**src/rtl/fht_pkg.sv**
```systemverilog
// Shared types and default geometry for the FHT sequencer.
// Module parameters default to these values; N, P and N/4 follow from A_BIT.
package fht_pkg;

    typedef enum logic [1:0] {
        ST_IDLE,
        ST_RUN,
        ST_DRAIN
    } fht_state_t;

    localparam int FHT_A_BIT = 10;
    localparam int FHT_LAT   = 4;
    localparam int FHT_N     = 1 << FHT_A_BIT;
    localparam int FHT_P     = FHT_A_BIT - 1;
    localparam int FHT_Q     = FHT_N / 4;

endpackage

```
**src/rtl/fht_addr_gen.sv**
```systemverilog
// Butterfly read-address and twiddle-index generator; purely combinational (0 cycles).
// No backpressure: outputs follow stage/cnt. FHT_COEF_QUARTER_EN folds the coefficient index.
module fht_addr_gen
    import fht_pkg::*;
#(
    parameter int A_BIT = FHT_A_BIT,
    parameter int SW    = 4,
    parameter int CW    = 9
) (
    input  logic [SW-1:0]    stage,
    input  logic [CW-1:0]    cnt,
    output logic [A_BIT-1:0] rd0,
    output logic [A_BIT-1:0] rd1,
    output logic [A_BIT-1:0] rd2,
    output logic [A_BIT-1:0] rd3,
    output logic [A_BIT-1:0] coef,
    output logic             fold
);

    logic [A_BIT-1:0] idx;
    logic [A_BIT-1:0] hh;
    logic [A_BIT-1:0] h;
    logic [A_BIT-1:0] mask;
    logic [A_BIT-1:0] k;
    logic [A_BIT-1:0] g;
    logic [A_BIT-1:0] c;
    logic [SW-1:0]    csh;

    // A group spans 2H points in H/2 cycles, so low stage bits of cnt are k
    // and the remaining bits times four give the group base g.
    assign idx  = A_BIT'(cnt);
    assign hh   = A_BIT'(1) << stage;
    assign h    = hh << 1;
    assign mask = hh - A_BIT'(1);
    assign k    = idx & mask;
    assign g    = (idx & ~mask) << 2;
    assign csh  = SW'(A_BIT - 2) - stage;
    assign c    = k << csh;

    // Pass 0 falls out of the same formulas: mask=0, H/2=1, H=2.
    always_comb begin
        rd0 = g;
        rd1 = g + hh;
        rd2 = g + h;
        rd3 = g + h + hh;
        if (k != '0) begin
            rd0 = g + k;
            rd1 = g + h - k;
            rd2 = g + h + k;
            rd3 = g + (h << 1) - k;
        end
    end

`ifdef FHT_COEF_QUARTER_EN
    logic [A_BIT-1:0] quarter;
    logic [A_BIT-1:0] eighth;

    assign quarter = A_BIT'(1) << (A_BIT - 2);
    assign eighth  = quarter >> 1;

    always_comb begin
        coef = c;
        fold = 1'b0;
        if (c >= eighth) begin
            coef = quarter - c;
            fold = 1'b1;
        end
    end
`else
    assign coef = c;
    assign fold = 1'b0;
`endif

endmodule

```
**src/rtl/fht_control.sv**
```systemverilog
// FHT pass sequencer: read/coef addresses per cycle, write addresses delayed by LAT, bank write enables.
// Reads are combinational from the counters; writes trail reads by LAT cycles. No backpressure; iSTART ignored while busy.
// Optional macro FHT_COEF_QUARTER_EN enables quarter-wave coefficient folding.
module fht_control
    import fht_pkg::*;
#(
    parameter int A_BIT = FHT_A_BIT,
    parameter int LAT   = FHT_LAT
) (
    input  logic             iCLK,
    input  logic             iRESET,
    input  logic             iSTART,
    output logic             oST_ZERO,
    output logic             oST_LAST,
    output logic             o2ND_PART_SUBSECTOR,
    output logic [A_BIT-1:0] oSECTOR,
    output logic [A_BIT-1:0] oADDR_RD_0,
    output logic [A_BIT-1:0] oADDR_RD_1,
    output logic [A_BIT-1:0] oADDR_RD_2,
    output logic [A_BIT-1:0] oADDR_RD_3,
    output logic [A_BIT-1:0] oADDR_WR,
    output logic [A_BIT-1:0] oADDR_WR_BIAS,
    output logic [A_BIT-1:0] oADDR_COEF,
    output logic             oWE_A,
    output logic             oWE_B,
    output logic             oRDY
);

    localparam int N  = 1 << A_BIT;
    localparam int P  = A_BIT - 1;
    localparam int Q  = N / 4;
    localparam int SW = $clog2(P + 1);
    localparam int CW = $clog2(Q + LAT + 1);

    localparam logic [CW-1:0] RUN_END    = CW'(Q - 1);
    localparam logic [CW-1:0] DRAIN_END  = CW'(Q + LAT - 1);
    localparam logic [CW-1:0] WE_ON      = CW'(LAT - 1);
    localparam logic [SW-1:0] LAST_STAGE = SW'(P - 1);
    localparam logic [SW-1:0] PENULT     = SW'(P - 2);

    fht_state_t    state;
    logic [SW-1:0] stage_num;
    logic [CW-1:0] cnt_stage_time;

    logic [A_BIT-1:0] gen_rd0, gen_rd1, gen_rd2, gen_rd3, gen_coef;
    logic             gen_fold;
    logic             run;

    fht_addr_gen #(
        .A_BIT (A_BIT),
        .SW    (SW),
        .CW    (CW)
    ) u_addr_gen (
        .stage (stage_num),
        .cnt   (cnt_stage_time),
        .rd0   (gen_rd0),
        .rd1   (gen_rd1),
        .rd2   (gen_rd2),
        .rd3   (gen_rd3),
        .coef  (gen_coef),
        .fold  (gen_fold)
    );

    // Read side is only meaningful during RUN; elsewhere drive zeros so the
    // delay line flushes clean addresses behind the last read.
    assign run                 = (state == ST_RUN);
    assign oADDR_RD_0          = run ? gen_rd0  : '0;
    assign oADDR_RD_1          = run ? gen_rd1  : '0;
    assign oADDR_RD_2          = run ? gen_rd2  : '0;
    assign oADDR_RD_3          = run ? gen_rd3  : '0;
    assign oADDR_COEF          = run ? gen_coef : '0;
    assign o2ND_PART_SUBSECTOR = run & gen_fold;

    always_comb begin
        oSECTOR = '0;
        if (state != ST_IDLE) begin
            oSECTOR = (stage_num == '0) ? A_BIT'(1) : (A_BIT'(1) << (stage_num + 1'b1));
        end
    end

    always_ff @(posedge iCLK or negedge iRESET) begin
        if (!iRESET) begin
            state          <= ST_IDLE;
            stage_num      <= '0;
            cnt_stage_time <= '0;
            oRDY           <= 1'b1;
            oST_ZERO       <= 1'b0;
            oST_LAST       <= 1'b0;
            oWE_A          <= 1'b0;
            oWE_B          <= 1'b0;
        end else begin
            case (state)
                ST_IDLE: begin
                    if (iSTART) begin
                        state          <= ST_RUN;
                        stage_num      <= '0;
                        cnt_stage_time <= '0;
                        oRDY           <= 1'b0;
                        oST_ZERO       <= 1'b1;
                        oST_LAST       <= (P == 1);
                    end
                end
                ST_RUN: begin
                    cnt_stage_time <= cnt_stage_time + 1'b1;
                    if (cnt_stage_time == RUN_END) begin
                        state <= ST_DRAIN;
                    end
                    // Writes start LAT cycles after the first read of the pass.
                    if (cnt_stage_time >= WE_ON) begin
                        oWE_A <= stage_num[0];
                        oWE_B <= ~stage_num[0];
                    end
                end
                ST_DRAIN: begin
                    if (cnt_stage_time == DRAIN_END) begin
                        cnt_stage_time <= '0;
                        oWE_A          <= 1'b0;
                        oWE_B          <= 1'b0;
                        oST_ZERO       <= 1'b0;
                        if (stage_num == LAST_STAGE) begin
                            state     <= ST_IDLE;
                            stage_num <= '0;
                            oRDY      <= 1'b1;
                            oST_LAST  <= 1'b0;
                        end else begin
                            state     <= ST_RUN;
                            stage_num <= stage_num + 1'b1;
                            oST_LAST  <= (stage_num == PENULT);
                        end
                    end else begin
                        cnt_stage_time <= cnt_stage_time + 1'b1;
                    end
                end
                default: state <= ST_IDLE;
            endcase
        end
    end

    logic [A_BIT-1:0] dly_rd0 [LAT];
    logic [A_BIT-1:0] dly_rd1 [LAT];

    always_ff @(posedge iCLK or negedge iRESET) begin
        if (!iRESET) begin
            for (int i = 0; i < LAT; i++) begin
                dly_rd0[i] <= '0;
                dly_rd1[i] <= '0;
            end
        end else begin
            dly_rd0[0] <= oADDR_RD_0;
            dly_rd1[0] <= oADDR_RD_1;
            for (int i = 1; i < LAT; i++) begin
                dly_rd0[i] <= dly_rd0[i-1];
                dly_rd1[i] <= dly_rd1[i-1];
            end
        end
    end

    assign oADDR_WR      = dly_rd0[LAT-1];
    assign oADDR_WR_BIAS = dly_rd1[LAT-1];

endmodule

```
**config.mk**
```make
export PLATFORM = sky130hd
export DESIGN_NAME = fht_control
export DESIGN_NICKNAME = d
export VERILOG_FILES = /design/src/rtl/fht_pkg.sv /design/src/rtl/fht_addr_gen.sv /design/src/rtl/fht_control.sv
export SDC_FILE = /design/constraint.sdc
export NUM_CORES = 1
export LEC_CHECK = 0
export ABC_CLOCK_PERIOD_IN_PS = 6300
export CORE_MARGIN = 10
export CORE_UTILIZATION = 25
export DETAILED_ROUTE_END_ITERATION = 8
export GPL_TIMING_DRIVEN = 0
export SETUP_SLACK_MARGIN = 0.05
export SLEW_MARGIN = 20
export SYNTH_ARGS = -nofsm -noshare
export SYNTH_HDL_FRONTEND = slang
export SYNTH_SLANG_ARGS = --single-unit
```
**constraint.sdc**
```tcl
create_clock -name iCLK -period 6.3 [get_ports iCLK]
set_clock_uncertainty 0.1 [all_clocks]
set_input_delay 0.945 -clock iCLK [delete_from_list [all_inputs] [get_ports iCLK]]
set_output_delay 0.945 -clock iCLK [all_outputs]
set_load 0.01 [all_outputs]
```
# Word-level counts from Yosys, hierarchy flattened
# Cells that the tools add are included.
totals:
  regBits: 100
  in_bits: 3
classes:
  eq_ne: 11
  n_bitwise: 4
  mux: 37
  shifts: 3
  reduce_logical: 12
  magnitude_cmp: 1
  add_sub_neg: 12
op_table:
  columns: ["op", "count"]
  rows:
  - ["$mux 10", 11]
  - ["$add 10x10->10", 6]
  - ["$pmux 9 s3", 1]
  - ["$shl 1x4->10 const A", 2]
  - ["$sub 10x10->10", 2]
  - ["$mux 9", 2]
  - ["$mux 4", 3]
  - ["$and 9x10->10", 1]
  - ["$mux 1", 10]
  - ["$pmux 1 s2", 5]
  - ["$reduce_bool 10->1", 1]
  - ["$shl 10x4->10", 1]
  - ["$sub 10x1->10 const B", 1]
  - ["$add 9x1->9 const B", 1]
  - ["$eq 9x8->1 const B", 1]
  - ["$eq 9x9->1 const B", 1]
  - ["$ge 9x2->1 const B", 1]
  - ["$reduce_and 3->1", 3]
  - ["$and 8x8->8", 1]
  - ["$not 8->8", 1]
  - ["$pmux 4 s2", 1]
  - ["$mux 2", 3]
  - ["$ne 2x2->1 const B", 3]
  - ["$pmux 2 s3", 1]
  - ["14 further kinds", 17]

# Logic depth before layout (Yosys ltp)
depth:
  word_depth: 8
  ltp_mapped: 24
  ltp_nobuf: 21

# Cells and area by module
# A second synthesis with hierarchy kept.
unflattened:
  hier_cells: 827
  hier_area_um2: 7539.7
modules_own_cells:
  columns: ["module", "seq_area_each_um2", "n_inst", "cells_each", "area_each_um2"]
  rows:
  - ["fht_control", 2503.7, 1, 304, 3857.4]
  - ["fht_addr_gen", 0.0, 1, 523, 3682.3]

# Least setup slack after synthesis
# Ideal clock, no wire load.
synth_path:
  path_type: "reg2out"
  from: "register stage_num[0]"
  to: "output oADDR_RD_3[9]"
  setup_slack_ps: 681
  t_arrival_ps: 4574
  stages_incl_launch_ff: 22
  path_cell_list: "dfrtp_1 clkbuf_1 inv_1 ha_1 ha_1 nand2b_1 buf_2 ha_1 buf_2 xnor2_1 nand2_1 inv_1 ha_1 o21a_1 a21o_1 a21oi_1 xnor2_1 ha_1 o41ai_1 xor2_1 xnor2_1 o22ai_1"
synth_between:
  elab_chain_len: 8
  word_cells_on_any_way: 12
  cone_classes: "add/sub (5); shift (1); mux (2); bitwise (3); reduce/logical (1)"
synth_rtl:
  columns: ["item", "line", "source"]
  rows:
  - ["start, declared", "fht_control.sv:42", "logic [SW-1:0] stage_num;"]
  - ["start signal, assigned", "fht_control.sv:127", "stage_num <= stage_num + 1'b1;"]
  - ["$shl 1x4->10 *", "fht_addr_gen.sv:32", "assign hh = A_BIT'(1) << stage;"]
  - ["$sub 10x1->10", "fht_addr_gen.sv:34", "assign mask = hh - A_BIT'(1);"]
  - ["$not 8->8", "fht_addr_gen.sv:36", "assign g = (idx & ~mask) << 2;"]
  - ["$and 8x8->8", "fht_addr_gen.sv:36", null]
  - ["$add 10x10->10, on equally long branches", "fht_addr_gen.sv:45, fht_addr_gen.sv:50", null]
  - ["$add 10x10->10 / $sub 10x10->10 (equally long branches)", "fht_addr_gen.sv:45, fht_addr_gen.sv:50", null]
  - ["$mux 10 *", "fht_addr_gen.sv:46", "if (k != '0) begin"]
  - ["$mux 10 *", "fht_control.sv:70", "assign oADDR_RD_3 = run ? gen_rd3 : '0;"]
  - ["end, declared", "fht_control.sv:20", "output logic [A_BIT-1:0] oADDR_RD_3,"]
# Every way passes the cells marked *; elsewhere a longest branch is shown, timed or not.

# Worst setup path in the final report
layout_path:
  from: "register stage_num[0]"
  to: "output oADDR_RD_3[5]"
# The elaborated chain is that of the path after synthesis.

==> impl_metrics.py <==
metrics = {
    "yosys": {
        "synthSimpleGateAreaFrac_pct": 15.8,
        "syn_inst": 792,
        "syn_nets": 879,
        "yosys.area_share.adder_pct": 15.8,
        "yosys_warnings": 0,
        "synth_xor_area_share_pct": 5.86,
        "syn_area_um2": 7180,
        "async_reset_ff_share_pct": 100,
        "synth.ff_latch_count": 100,
        "synth_top_family_by_area": "compound AO/OA/AOI/OAI gates",
        "synth.avg_cell_area_um2": 9.06,
        "synth_edf_count": 0,
        "yosysSeqAreaShare_pct": 34.9,
        "ys.flop_type": "dfrtp_1",
        "synthMuxAreaShare_pct": 1.22,
        "synth_compound_area_share_pct": 18.2,
        "synth.distinct_cells": 70,
    },
    "global_route": {
        "grt_usage_pct": 12.1,
        "grt_util_met1_pct": 17.3,
        "grt-busiest-layer": "met1",
        "grt_use_met3_pct": 3.45,
        "grt_pass1_wl_mm": 34.2,
        "overflow": 0,
        "antenna_found_initial": 0,
        "grt_max_degree": 55,
        "use_met2_pct": 17.1,
        "grt_pass1_vias": 5868,
    },
    "place": {
        "preCtsSetupSlack_ns": -1.26,
        "hpwl_mm": 16.8,
        "portBuffers": 87,
        "dp_cells": 1258,
        "gp_congestion": 0.880,
    },
    "critical_path": {
        "crit_chain": "clkbuf_8, inv_2, ha_4, ha_4, nand2b_1, buf_4, inv_2, and2_2, ha_1, inv_1, fa_1, inv_1, ha_1, nor2b_1, o21ai_0, nor2b_1, xnor2_1, nand2_1, a21oi_1, clkdlybuf4s50_1",
        "slowest_delay_ns": 0.58,
        "critPathKind": "flop to primary output",
        "worstPathMaxFanout": 10,
        "startpoint_type": "flop",
        "cp-end-kind": "primary output",
        "worst_path_max_delay_cell": "clkdlybuf4s50_1",
        "arrival_ns": 5.05,
        "crit_family": "adder cells",
        "required_ns": 5.25,
        "crit_buf_inv": 7,
    },
    "route": {
        "routed_wl_mm": 22.0,
        "antenna_left": 0,
        "drc_errors": 0,
        "firstDrtPassIters": 5,
        "drt_iter0_drc": 534,
        "routedWlPerCell_um": 17.2,
        "viasPerCell": 4.72,
        "vias": 6042,
    },
    "die": {
        "ios": 89,
        "die_w_um": 189,
        "start_util_pct": 25.6,
        "core-area_um2": 28100,
        "row_count": 61,
        "die_area_um2": 35900,
        "die_h_um": 189,
    },
    "finish": {
        "fin_nets": 985,
        "antenna_cells": 0,
        "num-fill-cells": 2953,
        "stdcell_count": 1281,
        "layout-drive-gt1-share_pct": 16.8,
        "area_growth_pct": 29.2,
    },
    "clocking": {
        "cts_tree": "yes",
        "cts_made_buffers": 9,
        "hold_buffers": 0,
        "cts_sinks": 100,
        "clockBufferDepth": 2,
        "clk_root_buffer_cell": "clkbuf_16",
        "h-tree-depth": 3,
        "cts.reportedPaths.clkPinSlew_ns": 0.08,
        "clk_latency_ns": 0.37,
    },
    "timing": {
        "final_hold_viol_count": 0,
        "finalSetupViolations": 0,
        "worst_slew_pin_slew_ns": 0.905,
        "min_period_ns": 6.09,
        "relSlewSlack_pct": 39.7,
        "grt_setup_unrepaired": "false",
        "max_freq_ghz": 0.164,
        "maxSlewViolCount": 0,
        "fin_ws_ns": 0.207,
        "timing.final.crit_share_pct": 96.7,
        "hold-worst-slack_ns": 0.247,
    },
    "run": {
        "maxCapViolCount": 0,
    },
    "power_and_ir_drop": {
        "p_leak_nw": 4.29,
        "peakVddDrop_mv": 0.117,
        "power_density_nw_per_um2": 199,
    },
    "status": {
        "status": "complete, no violations",
    },
    "worst_hold_path": {
        "hold_path.class": "flop to flop",
    },
}
==> stage by stage <==
| stage | instance area, um2 | util (%) | power, mW | setup TNS (ns) |
|---|---|---|---|---|
| floorplan | 7180 | - | 1.02 | 0 |
| global placement | 8520 | 30.3 | 1.23 | -17.73 |
| detailed placement | 8550 | 30.4 | 1.24 | -18.00 |
| CTS | 9100 | 32.4 | 1.86 | 0 |
| global route | 9280 | 33.0 | 1.94 | 0 |
| finish | 9280 | 33.0 | 1.84 | 0 |
==> report_power, final <==
group	switching [mW]	internal (mW)	total [mW]
clock network	0.283	0.324	0.607
registers	0.0186	0.682	0.700
logic	0.331	0.206	0.537
==> worst reg2reg max path, delay by kind of cell, from the launching register on <==
family,cells,cell delay [ns]
compound gates,5,0.77
xor+xnor,3,0.58
fa+ha+maj,5,1.15
buf+inv,7,1.06
flops,1,0.47
simple gates,4,0.42
==> logic make-up (layout without fill, tap and decap cells) <==
family / count (synthesis) / in the layout
AOI/OAI and AO/OA: 198 / 198
xor gates and xnor gates: 48 / 48
adders and majority gates: 84 / 84
buffers and inverters: 121 / 232
DFF: 100 / 100
muxes: 8 / 8
other: 1 / 1
and+or+nand+nor: 232 / 232
==> state kept, by name, summed over array words and instances, names as in the netlist <==
signal	flops
oADDR_WR_BIAS	10
oST_ZERO	1
oWE_B	1
oRDY	1
oST_LAST	1
oADDR_WR	10
dly_rd1	30
dly_rd0	30
oWE_A	1
cnt_stage_time	9
state	2
stage_num	4
==> cell usage in the layout (no fill, tap or decap), types with 7 or more instances in the layout <==
cell type | Yosys | routed
ha_4 | 0 | 8
nand3_1 | 14 | 14
nand2b_1 | 12 | 12
clkbuf_16 | 0 | 9
a31oi_1 | 8 | 7
clkbuf_1 | 21 | 15
inv_2 | 4 | 10
o21ai_1 | 16 | 17
a211oi_2 | 7 | 10
fa_1 | 11 | 11
nor2b_1 | 13 | 11
xor2_1 | 10 | 9
dfrtp_1 | 99 | 98
o31ai_1 | 8 | 8
a211oi_1 | 11 | 8
ha_1 | 73 | 62
and3_1 | 10 | 10
buf_4 | 27 | 38
nor3_1 | 11 | 11
clkdlybuf4s50_1 | 0 | 76
a21oi_1 | 58 | 51
xnor2_1 | 38 | 35
a21o_1 | 8 | 8
inv_1 | 58 | 52
nor2_1 | 61 | 58
nand2_1 | 74 | 73
o21ai_0 | 31 | 29
==> synth_stat cells (7+ instances only) <==
library cell  instances  area share [%]
fa_1                 11             3.1
clkbuf_1             21             1.1
nor2_1               61             3.2
nor3_1               11            0.77
o21ai_0              31             2.2
inv_1                58             3.0
xnor2_1              38             4.6
a31oi_1               8            0.70
nand2_1              74             3.9
and3_1               10            0.87
o31ai_1               8            0.84
buf_4                27             2.8
and2_1                7            0.61
xor2_1               10             1.2
dfrtp_1              99              35
ha_1                 73              13
o21ai_1              16             1.1
a21o_1                8            0.84
a21oi_1              58             4.0
a211oi_2              7             1.2
nor2b_1              13             1.1
a211oi_1             11             1.2
nand3_1              14            0.98
nand2b_1             12             1.0
==> metal layers <==
| layer | vias up | part of all wire, % | wire length [um] |
|---|---|---|---|
| met4 | 0 | 1.6 | 350 |
| met1 | 2914 | 49 | 10800 |
| met3 | 17 | 7.8 | 1710 |
| met5 | - | 0 | 0 |
| li1 | 2909 | - | - |
| met2 | 202 | 42 | 9190 |
==> path summary, 6_finish.rpt <==
path | from | endpoint | slack [ns] | depth (start not counted)
min in group asynchronous | iRESET | dly_rd1[38] | 0.41 | 1
worst max-delay path | stage_num[0] | oADDR_RD_3[5] | 0.21 | 20
worst min-delay path | dly_rd1[13] | oADDR_WR_BIAS[3] | 0.25 | 0
max in group asynchronous | iRESET | dly_rd0[33] | 5.06 | 2
worst min register to register | dly_rd1[13] | oADDR_WR_BIAS[3] | 0.25 | 0
worst max register to register | stage_num[0] | dly_rd1[39] | 1.62 | 24
==> what timing repair did <==
| item | 4_1_cts | 5_1_grt |
|---|---|---|
| cloned | 0 | 0 |
| setup endpoints to repair | 43 | 26 |
| pin swaps | 9 | 8 |
| setup buffers | 4 | 7 |
| gates resized for setup | 62 | 34 |
| hold endpoints to repair | 0 | 0 |
==> final cells by class <==
cell class	count	area [um2]	share of cell area, %
Sequential cell	100	2500	27.0
Inverter	63	236	2.55
Clock buffer	10	239	2.58
Multi-Input combinational cell	571	4410	47.6
Buffer	54	360	3.88
Clock inverter	6	71.3	0.769
Timing Repair Buffer	99	978	10.5
Tap cell	378	473	5.10
(Power assumes the default switching activity.)
